[src/rtl/led_activity_host_if.sv]
// led_activity_host_if: LED_IF carries the LED State bit from an activity host to the LED device.
interface LED_IF;
    logic State;
    modport HOST(output State);
    modport DEVICE(input State);
endinterface

[src/rtl/led_activity_host.sv]
// led_activity_host: turns ACCESS edges / BUSY levels into a min-ON, max-ON-with-gap LED State stream.
// Optional LED_ACTIVITY_SYNC_EN adds a two-flop input synchronizer for asynchronous sources.
module led_activity_host #(
    parameter int MIN_ON  = 2_148_000,
    parameter int MAX_ON  = 10_740_000,
    parameter int GAP_LEN = 1_074_000
) (
    input  logic CLK,
    input  logic RESET_n,
    input  logic ACCESS,
    input  logic BUSY,
    LED_IF.HOST  Led
);
    localparam int HW = $clog2(MIN_ON + 1);
    localparam int RW = $clog2(MAX_ON + 1);
    localparam int GW = $clog2(GAP_LEN + 1);
    localparam logic LED_STATE_OFF = 1'b0;
    localparam logic LED_STATE_ON  = 1'b1;

    typedef enum logic [1:0] {S_IDLE, S_ON, S_GAP} state_e;

    state_e        state_q, state_d;
    logic [HW-1:0] hold_q, hold_d;
    logic [RW-1:0] run_q, run_d;
    logic [GW-1:0] gap_q, gap_d;
    logic          pending_q, pending_d;
    logic          access_q;
    logic          acc_s, busy_s, act;

`ifdef LED_ACTIVITY_SYNC_EN
    logic [1:0] acc_sync_q, busy_sync_q;
    always_ff @(posedge CLK or negedge RESET_n) begin
        if (!RESET_n) begin
            acc_sync_q  <= '0;
            busy_sync_q <= '0;
        end else begin
            acc_sync_q  <= {acc_sync_q[0], ACCESS};
            busy_sync_q <= {busy_sync_q[0], BUSY};
        end
    end
    assign acc_s  = acc_sync_q[1];
    assign busy_s = busy_sync_q[1];
`else
    assign acc_s  = ACCESS;
    assign busy_s = BUSY;
`endif

    // A held ACCESS is one event; BUSY counts every cycle it is high.
    assign act = (acc_s & ~access_q) | busy_s;

    always_comb begin
        state_d   = state_q;
        hold_d    = hold_q;
        run_d     = run_q;
        gap_d     = gap_q;
        pending_d = pending_q;
        case (state_q)
            S_IDLE: begin
                if (act) begin
                    state_d = S_ON;
                    hold_d  = HW'(MIN_ON - 1);
                    run_d   = '0;
                end
            end
            S_ON: begin
                if (run_q == RW'(MAX_ON - 1)) begin
                    state_d   = S_GAP;
                    gap_d     = GW'(GAP_LEN - 1);
                    pending_d = act;
                end else if (act) begin
                    hold_d = HW'(MIN_ON - 1);
                    run_d  = run_q + RW'(1);
                end else if (hold_q == '0) begin
                    state_d = S_IDLE;
                end else begin
                    hold_d = hold_q - HW'(1);
                    run_d  = run_q + RW'(1);
                end
            end
            S_GAP: begin
                if (act)
                    pending_d = 1'b1;
                if (gap_q == '0) begin
                    state_d   = (pending_q | act) ? S_ON : S_IDLE;
                    hold_d    = HW'(MIN_ON - 1);
                    run_d     = '0;
                    pending_d = 1'b0;
                end else begin
                    gap_d = gap_q - GW'(1);
                end
            end
            default: state_d = S_IDLE;
        endcase
    end

    always_ff @(posedge CLK or negedge RESET_n) begin
        if (!RESET_n) begin
            state_q   <= S_IDLE;
            hold_q    <= '0;
            run_q     <= '0;
            gap_q     <= '0;
            pending_q <= 1'b0;
            access_q  <= 1'b0;
        end else begin
            state_q   <= state_d;
            hold_q    <= hold_d;
            run_q     <= run_d;
            gap_q     <= gap_d;
            pending_q <= pending_d;
            access_q  <= acc_s;
        end
    end

    assign Led.State = (state_q == S_ON) ? LED_STATE_ON : LED_STATE_OFF;
endmodule

[src/flat_wrapper.sv]
// flat-port wrapper written by rule: the top's interface ports become plain ports
module led_activity_host_flat 
#(
    parameter int MIN_ON  = 2_148_000,
    parameter int MAX_ON  = 10_740_000,
    parameter int GAP_LEN = 1_074_000
)
  (CLK, RESET_n, ACCESS, BUSY, Led_State);
  LED_IF Led_i ();
  input  logic CLK;
  input  logic RESET_n;
  input  logic ACCESS;
  input  logic BUSY;
  output wire logic [$bits(Led_i.State)-1:0] Led_State;
  assign Led_State = Led_i.State;
  led_activity_host #(.MIN_ON(MIN_ON), .MAX_ON(MAX_ON), .GAP_LEN(GAP_LEN)) u_core (.CLK(CLK), .RESET_n(RESET_n), .ACCESS(ACCESS), .BUSY(BUSY), .Led(Led_i));
endmodule
[config.mk]
export PLATFORM = sky130hd
export DESIGN_NAME = led_activity_host_flat
export DESIGN_NICKNAME = d
export VERILOG_FILES = /design/src/rtl/led_activity_host_if.sv /design/src/rtl/led_activity_host.sv /design/src/flat_wrapper.sv
export SDC_FILE = /design/constraint.sdc
export NUM_CORES = 1
export LEC_CHECK = 0
export CORE_MARGIN = 2
export CORE_UTILIZATION = 68
export DETAILED_ROUTE_END_ITERATION = 16
export PLACE_DENSITY = 0.83
export SLEW_MARGIN = 10
export SYNTH_ARGS = -nofsm -noshare
export SYNTH_HDL_FRONTEND = slang
export SYNTH_SLANG_ARGS = --single-unit
[constraint.sdc]
create_clock -name CLK -period 7.8 [get_ports CLK]
set_input_delay 1.56 -clock CLK [delete_from_list [all_inputs] [get_ports CLK]]
set_output_delay 1.56 -clock CLK [all_outputs]
set_load 0.005 [all_outputs]
---- Yosys cells after proc, flatten, opt, wreduce, memory -nomap -nowiden ----
Index checks and enable logic that the tools add are counted.
storage, ports and cells
  register bits ........................... 71
  input port bits ......................... 4
  output and inout port bits .............. 1
  logic and storage cells ................. 61
cells by class
  $add $sub $neg .......................... 3
  equality and inequality tests ........... 12
  muxes and demuxes ....................... 27
  bitwise gates (word level) .............. 4
  reductions and logical operators ........ 9
operators by type and width
  operator                                               count
  2-to-1 mux 24 bit                                      5
  2-to-1 mux 22 bit                                      5
  case mux 24 bit (3 select lines)                       1
  case mux 22 bit (3 select lines)                       1
  2-to-1 mux 21 bit                                      2
  case mux 21 bit (2 select lines)                       1
  adder 24 x 1 -> 24 bit, second input constant          1
  == test 24 bit, second input constant                  1
  logical NOT 22 bit                                     1
  subtractor 22 x 1 -> 22 bit, second input constant     1
  logical NOT 21 bit                                     1
  subtractor 21 x 1 -> 21 bit, second input constant     1
  2-to-1 mux 2 bit                                       5
  inequality test 2 x 1 -> 1 bit, second input constant  3
  inequality test 3 x 1 -> 1 bit, second input constant  2
  case mux 2 bit (3 select lines)                        1
  AND reduction 3 bit                                    2
  2-to-1 mux 1 bit                                       5
  AND reduction 5 bit                                    1
  inequality test 2 bit, second input constant           2
  AND reduction 4 bit                                    1
  inequality test 3 x 2 -> 1 bit, second input constant  1
  inequality test 3 bit, second input constant           1
  nonzero test 3 bit                                     1
  8 further kinds                                        9

---- Logic depth before layout (Yosys ltp) ----
Gate-level depths: netlist of run 1.
  depth after elaboration ................. 7
  depth in mapped cells ................... 11
  gate-level depth less buffers ........... 8

---- Worst setup path after synthesis of run 1 ----
Ideal clock, no wire load.
  kind .................................... input-to-reg
  start ................................... in BUSY
  end ..................................... reg u_core.run_q[14]
  setup time .............................. 124 ps
  data arrival time ....................... 2814 ps
  data required time ...................... 7676 ps
  setup slack ............................. 4862 ps
  stages .................................. 7
  path buffers ............................ 1
  cell sequence ........................... nor2b_1 -> nand3_1 -> or4_1 -> nand3_2 -> buf_2 -> nor4_1 -> a211o_1
on the way
  longest elaborated chain between the ends .. 4
  elaborated cells on any way between the ends .. 7
  classes of those cells .................. eq/ne: 2; mux: 3; bitwise: 1; reduce/logical: 1
ends and longest elaborated chain
  what                              RTL line                  RTL
  from (decl)                       flat_wrapper.sv:13        input logic BUSY;
  bitwise OR 1 bit *                led_activity_host.sv:49   assign act = (acc_s & ~access_q) | busy_s;
  2-to-1 mux 24 bit                 led_activity_host.sv:70   end else if (act) begin
  2-to-1 mux 24 bit                 led_activity_host.sv:66   if (run_q == RW'(MAX_ON - 1)) begin
  case mux 24 bit (3 select lines)  led_activity_host.sv:57   case (state_q)
  to (signal assigned)              led_activity_host.sv:107  run_q <= run_d;
  to (decl)                         led_activity_host.sv:24   logic [RW-1:0] run_q, run_d;
Every way passes the cells marked *; elsewhere a longest branch is shown, timed or not. The select of a mux whose other input is x is not followed.
A chain may end at the register's enable or synchronous reset.

---- Final worst setup path of run 1 ----
  start ................................... in ACCESS
  end ..................................... reg u_core.run_q[9]
on the way
  longest elaborated chain between the ends .. 5
  elaborated cells on any way between the ends .. 8
  classes of those cells .................. eq/ne: 2; mux: 3; bitwise: 2; reduce/logical: 1
ends and longest elaborated chain
  what                              RTL line                 RTL
  from (decl)                       flat_wrapper.sv:12       input logic ACCESS;
  AND 1 bit *                       led_activity_host.sv:49
  bitwise OR 1 bit *                led_activity_host.sv:49
  2-to-1 mux 24 bit                 led_activity_host.sv:70
  2-to-1 mux 24 bit                 led_activity_host.sv:66
  case mux 24 bit (3 select lines)  led_activity_host.sv:57
Marked as above.

==> impl_metrics.toml, run 1 <==
[flow_run]
drv_cap = 0

[synth]
yosysTopAreaCellShare = 0.4165
synth-xor-area-share = 0.02053
synth_area_leaders = "dfrtp_1 42%, nand2_1 5.0%, o21ai_0 4.7%"
synthSimpleGateAreaFrac = 0.3109
netlist_instances = 487
avgSynthCellArea_um2 = 8.758
ys_seq_area_frac = 0.4165
synth_top_family_by_area = "simple AND/OR/NAND/NOR gates"
synth.mux.area_fraction = 0.009680
ys.flop_type = "dfrtp_1"
async_reset_ff_frac = 1.000
yosys_warnings = 0
synth_top_area_cell = "dfrtp_1"
netlist_area_um2 = 4265
synth-adder-area-share = 0.02347
synth_edf_count = 0
synth_seq_cells = 71
yosysUniqueCellTypes = 60
synth_fp_nets = 499
synth_compound_area_frac = 0.1860

[detailed_routing]
drtAntennaViolNets = 0
routedLengthMet1_mm = 4.352
drt-pass1-iter-count = 6
vias_per_cell = 6.869
routed_wl_mm = 9.750
drt_iter0_drc = 431
drc_errors = 0
wl_per_cell_um = 17.26
route.met3.wl_um = 639
vias = 3881
maxUsedRoutingLayer = "met4"
dr_wl_met2_mm = 4.537

[setup_path]
cp-start-kind = "input port"
r2r_end = "u_core.run_q[3]$_DFFE_PN0P_"
cp.required_ns = 8.09
path_class = "in -> reg"
worstPathMaxFanout = 38
r2r_start = "u_core.hold_q[0]$_DFFE_PN0P_"
worstSetupEndpointType = "flip-flop"
reg2reg_slack_ns = 4.35
reg2regPathDepth = 8
cp.arrival_ns = 4.16

[clock_tree]
cts_buffers = 9
clock_latency_ns = 0.35
cts_setup_buffers = 0
ctsResizeCount = 0
cts_tree = "yes"
clockRootBuffer = "clkbuf_8"
clock_path_buffers = 2
clkTransAtPathRegs_ns = 0.07
clock-sinks = 71
hold_buffers = 0
htreeDepth = 3

[hold_path]
min_from = "u_core.run_q[23]$_DFFE_PN0P_"
hold_end = "u_core.run_q[23]$_DFFE_PN0P_"
min_path_type = "reg -> reg"
min_delay_path_depth = 1

[timing]
rsz0062_at_grt = "false"
setup_viol = 0
min_period_over_period = 0.4964
hold_violations = 0
fmax_mhz = 258.3
clock_skew_ns = 0.006623
finalSetupTns_ns = 0
min_period_ns = 3.872
relSlewSlack = 0.3798
finalMaxSlewViolations = 0
worst_slew_pin_slew_ns = 0.9268

[floorplan]
fp.coreArea_um2 = 5991
die_x_um = 83.20
dieHeight_um = 83.20
initial_core_util = 0.7120
row_count = 28
die_area_um2 = 6922
io_pins = 5

[cells_and_area]
diodes = 0
syn_to_final_growth_pct = 6.659
fin_nets = 497
drive_above_1_share = 0.07551

[power]
leakage_uw = 0.001787
max-vdd-ir-drop_uv = 160.7
share_comb_of_total_power = 0.254
p_sw_uw = 330.6
pwr_density_cell_nw_per_um2 = 209.6
power.share.clock = 0.326
power_uw = 953.4
p_int_uw = 622.8
p_sw_frac = 0.3468
seq_power_share = 0.421

[global_route]
grt_pass1_wl_mm = 17.03
grt_pass1_vias = 3673
grt_max_degree = 72
antenna_found_initial = 0
globalRouteOverflowTotal = 0
grt_util_all_layers = 0.2950

[placed_design]
io_buffers = 4
dp_hpwl_mm = 6.459
gp_congestion = 0.8727

[run_status]
status = "finished, final reports clean"
logic make-up after synthesis:
| logic type | count (synthesis) |
|---|---|
| buffers and inverters | 34 |
| muxes | 4 |
| AOI/OAI and AO/OA | 122 |
| xor gates and xnor gates | 10 |
| adders and majority gates | 8 |
| DFF | 71 |
| and+or+nand+nor | 238 |
worst max path at each step:
stage          startpoint                            end  depth (start not counted)
3_3_place_gp       ACCESS    u_core.run_q[9]$_DFFE_PN0P_                          7
4_1_cts            ACCESS    u_core.run_q[9]$_DFFE_PN0P_                          7
5_1_grt            ACCESS  u_core.hold_q[21]$_DFFE_PN0P_                          7
2_1_floorplan        BUSY   u_core.run_q[14]$_DFFE_PN0P_                          7
6_report           ACCESS    u_core.run_q[9]$_DFFE_PN0P_                          7
3_5_place_dp       ACCESS    u_core.run_q[9]$_DFFE_PN0P_                          7
cell usage after synthesis, types with 12 or more instances:
| library cell | n |
|---|---|
| nand4_1 | 14 |
| and3_1 | 12 |
| nor3_1 | 18 |
| nor4_1 | 23 |
| or4_1 | 12 |
| clkbuf_1 | 18 |
| nand3_1 | 25 |
| o31ai_1 | 15 |
| o21ai_0 | 40 |
| dfrtp_1 | 71 |
| nor2_1 | 25 |
| a21oi_1 | 23 |
| nand2_1 | 57 |
cells in the final DEF, fill, tap and decap left out, types with 10 or more instances in the layout:
master    count
nand4_1      14
nand2_1      57
and3_1       12
or4_1        12
nor3_1       18
a21oi_1      23
nand3_1      25
inv_1        11
o31ai_1      15
nor2_1       25
nor4_1       23
clkbuf_8     12
o21ai_0      40
xor2_1       10
dfrtp_1      71
sequential cells by signal (all words and copies together) (netlist names):
signal	count
u_core.run_q	24
u_core.access_q	1
u_core.pending_q	1
u_core.state_q	2
u_core.hold_q	22
u_core.gap_q	21
worst max-delay path, stage by stage:
cell	delay (ns)
clkdlybuf4s50_1	0.48
nand2b_1	0.15
nand3_1	0.15
or4_1	0.36
nand3_2	0.64
or4_1	0.71
nand3_1	0.09
through the flow:
step | area, um^2 | util | hold slack (ns) | std cells | setup WS, ns
5_1_grt | 4549 | 0.7594 | 0.4918 | 565 | 3.715
3_5_place_dp | 4340 | 0.7245 | 0.4564 | 549 | 3.643
2_1_floorplan | 4265 | - | 0.4347 | 487 | 4.862
4_1_cts | 4549 | 0.7594 | 0.4743 | 565 | 3.996
3_3_place_gp | 4340 | 0.7245 | 0.4563 | 549 | 3.736
6_report | 4549 | 0.7594 | 0.4790 | 565 | 3.928
power groups by stage:
stage	combinational, uW	sequential (uW)	clock, uW
floorplan	178	401	0
global placement	234	407	0
detailed placement	237	408	0
CTS	239	401	314
global route	272	404	327
finish	242	401	310
per-layer routing:
layer,vias to the layer above,GRT usage
li1,1848,-
met1,1845,0.4217
met2,166,0.4501
met3,22,0.03976
met4,0,0.1311
met5,-,0
cell type report:
cell class / instances / area, um^2
inverter: 11 / 41.29
sequential: 71 / 1777
tap: 75 / 93.84
multi-input combinational: 382 / 2349
clock buffer: 13 / 168.9
fill: 432 / 1441
timing repair buffer: 10 / 80.08
clock inverter: 3 / 40.04
(Power assumes the default switching activity.)
==> run 2: changes to the inputs <==
CORE_UTILIZATION = 63   (was 68)
PLACE_DENSITY = 0.78   (was 0.83)
clock period = 3.9 ns   (was 7.8 ns; I/O delays follow)
==> impl_metrics.toml, run 2 (same netlist as run 1, synthesis figures left out) <==
[cells_and_area]
regArea_um2 = 1777
multiInputGateArea_um2 = 2349
syn_to_final_growth_pct = 9.035
fillCellCount = 485
fin_nets = 502
largest_reg_flops = 24
regMostFlops = "u_core.run_q"
largestRegisters = "u_core.run_q x24, u_core.hold_q x22, u_core.gap_q x21"
final_common_cell = "dfrtp_1"
final_cell_mix = "71 x dfrtp_1, 57 x nand2_1, 40 x o21ai_0"
diodes = 0
drive_above_1_share = 0.08485
final_area_um2 = 4651

[clock_tree]
clock_latency_ns = 0.36
cts_setup_buffers = 0
ctsResizeCount = 0
cts_tree = "yes"
clkTransAtPathRegs_ns = 0.08
hold_buffers = 0
clockRootBuffer = "clkbuf_8"
clock_path_buffers = 2
cts_buffers = 9
clock-sinks = 71
htreeDepth = 3

[timing]
rsz0062_at_grt = "false"
hold_violations = 0
finalSetupTns_ns = 0
min_period_over_period = 0.8752
worst_slew_pin_slew_ns = 1.156
fmax_mhz = 293.0
min_period_ns = 3.413
clock_skew_ns = 0.009333
setup_viol = 0
finalMaxSlewViolations = 0
relSlewSlack = 0.2220

[power]
leakage_uw = 0.001836
power_uw = 2105
pwr_density_cell_nw_per_um2 = 452.6
max-vdd-ir-drop_uv = 218.9

[detailed_routing]
drt_iter0_drc = 240
vias = 3898
wl_per_cell_um = 17.46
vias_per_cell = 6.815
routed_wl_mm = 9.988
drtAntennaViolNets = 0
drt-pass1-iter-count = 5
drc_errors = 0

[global_route]
grt_pass1_wl_mm = 17.43
grt_pass1_vias = 3606
grtUsageMet2 = 0.4567
grt.met3_usage = 0.04952
grt_max_degree = 45
use_met1 = 0.4212
grt-busiest-layer = "met2"
grt_util_all_layers = 0.2920
antenna_found_initial = 0
globalRouteOverflowTotal = 0

[floorplan]
initial_core_util = 0.6604
row_count = 29
fp.coreArea_um2 = 6459
die_x_um = 86.28
dieHeight_um = 86.28
die_area_um2 = 7444
io_pins = 5

[placed_design]
io_buffers = 4
gp_congestion = 0.9223
dp_hpwl_mm = 6.644
placed_area_um2 = 4380

[setup_path]
path_class = "reg -> reg"
cp.required_ns = 4.13
worstSetupEndpointType = "flip-flop"
cp.arrival_ns = 3.65
worstPathMaxFanout = 35
cp-start-kind = "flip-flop"

[run_status]
status = "finished, final reports clean"

[flow_run]
drv_cap = 0

[hold_path]
min_path_type = "reg -> reg"
run 2: changes by cell type in the layout (fill, tap and decap cells not counted):
cell,before,now
buf_4,6,11
bufinv_16,1,4
clkbuf_8,12,10
clkinv_2,2,0
clkinv_4,0,1
run 2: layer usage:
layer	share of wire	wire [um]
met1	0.46	4629
met2	0.47	4660
met3	0.055	550
met4	0.015	148
met5	0	0
run 2: final timing paths:
| path | endpoint | depth (start not counted) | slack [ns] | startpoint |
|---|---|---|---|---|
| hold reg to reg | u_core.hold_q[7]$_DFFE_PN0P_ | 1 | 0.48 | u_core.hold_q[7]$_DFFE_PN0P_ |
| setup reg to reg | u_core.run_q[3]$_DFFE_PN0P_ | 8 | 0.49 | u_core.hold_q[0]$_DFFE_PN0P_ |
| setup / recovery | u_core.run_q[3]$_DFFE_PN0P_ | 8 | 0.49 | u_core.hold_q[0]$_DFFE_PN0P_ |
| max in group asynchronous | u_core.run_q[10]$_DFFE_PN0P_ | 2 | 2.51 | RESET_n |
| min in group asynchronous | u_core.gap_q[16]$_DFFE_PN0P_ | 1 | 0.59 | RESET_n |
| hold / removal | u_core.hold_q[7]$_DFFE_PN0P_ | 1 | 0.48 | u_core.hold_q[7]$_DFFE_PN0P_ |
run 2: area by class of cell:
class,instances,area share
tap,77,0.02072
sequential,71,0.3820
inverter,11,0.008878
clock buffer,11,0.03040
clock inverter,5,0.02771
multi-input combinational,382,0.5050
timing repair buffer,15,0.02529
run 2: worst max-delay path: stages, from the launching register on:
cell and delay, ns:
dfrtp_1 0.42, inv_1 0.07, ha_1 0.19, or3b_1 0.43, or3_1 0.49, or4_1 0.75
nand3_2 0.54, nor4_1 0.11, a221o_1 0.28
run 2: power by group:
group          internal (uW)  switching, uW  leakage [uW]
clock network            509            288      0.000134
logic                    148            360      0.000827
registers                768           33.1      0.000875
total                   1420            681       0.00184
run 2: through the flow:
| step | cells | hold WS, ns | setup WS, ns | utilization |
|---|---|---|---|---|
| finish | 572 | 0.4775 | 0.4868 | 0.7201 |
| global route | 572 | 0.5055 | 0.2896 | 0.7201 |
| CTS | 572 | 0.4792 | 0.5040 | 0.7201 |
| detailed placement | 556 | 0.4681 | 0.5328 | 0.6782 |
| global placement | 556 | 0.4529 | 0.6559 | 0.6782 |
| floorplan | 487 | 0.4347 | 1.179 | - |
==> run 3: changes to the inputs <==
CELL_PAD_IN_SITES_DETAIL_PLACEMENT = 1   (was default)
CELL_PAD_IN_SITES_GLOBAL_PLACEMENT = 2   (was default)
CORE_UTILIZATION = 40   (was 63)
==> impl_metrics.toml, run 3 (same netlist as run 1, synthesis figures left out) <==
[cells_and_area]
diodes = 0
post_layout_nonfiller_instances = 634
drive_above_1_share = 0.09036
regMostFlops = "u_core.run_q"
largest_reg_flops = 24
fin_nets = 508
syn_to_final_growth_pct = 9.886
final_common_cell = "dfrtp_1"
largestRegisters = "u_core.run_q x24, u_core.hold_q x22, u_core.gap_q x21"
final_cell_mix = "71 x dfrtp_1, 57 x nand2_1, 40 x o21ai_0"

[timing]
min_period_over_period = 0.8134
min_period_ns = 3.172
setup_viol = 0
finalMaxSlewViolations = 0
rsz0062_at_grt = "false"
layout_setup_ws_ns = 0.7279
finalSetupTns_ns = 0
hold_violations = 0
fmax_mhz = 315.2
clock_skew_ns = 0.007773
relSlewSlack = 0.3823
whs_ns = 0.4749
worst_slew_pin_slew_ns = 0.9265

[clock_tree]
clkTransAtPathRegs_ns = 0.07
cts_tree = "yes"
cts_setup_buffers = 0
clockRootBuffer = "clkbuf_8"
ctsResizeCount = 0
clock_latency_ns = 0.36
clock-sinks = 71
cts_buffers = 9
clock_path_buffers = 2
htreeDepth = 3
hold_buffers = 0

[placed_design]
post-place-ws_ns = 0.7075
dp.cells = 621
gp_congestion = 0.7528
dp_hpwl_mm = 8.227
io_buffers = 4

[global_route]
grt_util_all_layers = 0.2279
grt_max_degree = 72
globalRouteOverflowTotal = 0
antenna_found_initial = 0
grt_pass1_vias = 4033
grt_pass1_wl_mm = 20.67

[power]
pwr_density_cell_nw_per_um2 = 417.7
power_uw = 1958
max-vdd-ir-drop_uv = 223.6
leakage_uw = 0.001827

[floorplan]
fp.coreArea_um2 = 10320
die_area_um2 = 11510
row_count = 37
dieHeight_um = 107.3
io_pins = 5
die_x_um = 107.3
initial_core_util = 0.4132

[detailed_routing]
drtAntennaViolNets = 0
routed_wl_mm = 12.01
drt_iter0_drc = 172
drc_errors = 0
vias_per_cell = 6.145
wl_per_cell_um = 18.95
vias = 3896
drt-pass1-iter-count = 4

[setup_path]
reg2reg_slack_ns = 0.73
cp-start-kind = "flip-flop"
cp_slowest_cell = "or4_1"
r2r_start = "u_core.hold_q[0]$_DFFE_PN0P_"
reg2regPathDepth = 9
r2r_end = "u_core.hold_q[2]$_DFFE_PN0P_"
cp.required_ns = 4.15
worst_path_largest_cell_delay_ns = 0.58
cp.arrival_ns = 3.42
crit_start = "u_core.hold_q[0]$_DFFE_PN0P_"
path_cells = "inv_1, ha_1, or3b_1, or3_1, or4_1, nand3_2, buf_4, nor2_1, o32a_1"
endpoint = "u_core.hold_q[2]$_DFFE_PN0P_"
worstSetupEndpointType = "flip-flop"
worstPathMaxFanout = 26
path_class = "reg -> reg"

[run_status]
status = "finished, final reports clean"

[hold_path]
min_path_type = "reg -> reg"

[flow_run]
drv_cap = 0
[run 3: layout make-up]
class | instances | area [um^2]
well taps | 136 | 170.2
inverters | 11 | 41.29
repair buffers | 21 | 165.2
flip-flops and latches | 71 | 1777
clock inverters | 1 | 30.03
fillers | 1242 | 5637
multi-input cells | 382 | 2349
clock buffers | 12 | 155.1
[run 3: report_power, final]
group / internal, uW / leakage, uW / switching (uW)
clock: 320 / 0.0000944 / 277
sequential: 768 / 0.000875 / 36.7
combinational: 166 / 0.000858 / 389
[run 3: worst min path at each step]
| stage | start | endpoint | slack [ns] | cells after the start |
|---|---|---|---|---|
| after floorplan | u_core.hold_q[7]$_DFFE_PN0P_ | u_core.hold_q[7]$_DFFE_PN0P_ | 0.43 | 1 |
| after detailed placement | u_core.run_q[23]$_DFFE_PN0P_ | u_core.run_q[23]$_DFFE_PN0P_ | 0.47 | 1 |
| after global placement | u_core.hold_q[7]$_DFFE_PN0P_ | u_core.hold_q[7]$_DFFE_PN0P_ | 0.46 | 1 |
| after global routing | u_core.hold_q[7]$_DFFE_PN0P_ | u_core.hold_q[7]$_DFFE_PN0P_ | 0.50 | 1 |
| after CTS | u_core.hold_q[7]$_DFFE_PN0P_ | u_core.hold_q[7]$_DFFE_PN0P_ | 0.49 | 1 |
| final | u_core.hold_q[7]$_DFFE_PN0P_ | u_core.hold_q[7]$_DFFE_PN0P_ | 0.47 | 1 |
[run 3: routing by layer]
layer | global-route usage | share of wire | vias to the layer above
li1 | - | - | 1863
met1 | 0.3083 | 0.49 | 1969
met2 | 0.3698 | 0.46 | 44
met3 | 0.04479 | 0.027 | 20
met4 | 0.06865 | 0.016 | 0
met5 | 0 | 0 | -
[run 3: critical path: cells and delay by family, from the launching register on]
family	cells	cell delay, ns
AOI/OAI and AO/OA	1	0.17
buffers and inverters	2	0.31
DFF	1	0.41
adders and majority gates	1	0.19
and+or+nand+nor	5	1.97
[run 3: through the flow]
stage	area, um^2	util
floorplan	4265	-
global placement	4502	0.4361
detailed placement	4502	0.4361
CTS	4687	0.4540
global route	4687	0.4540
finish	4687	0.4540
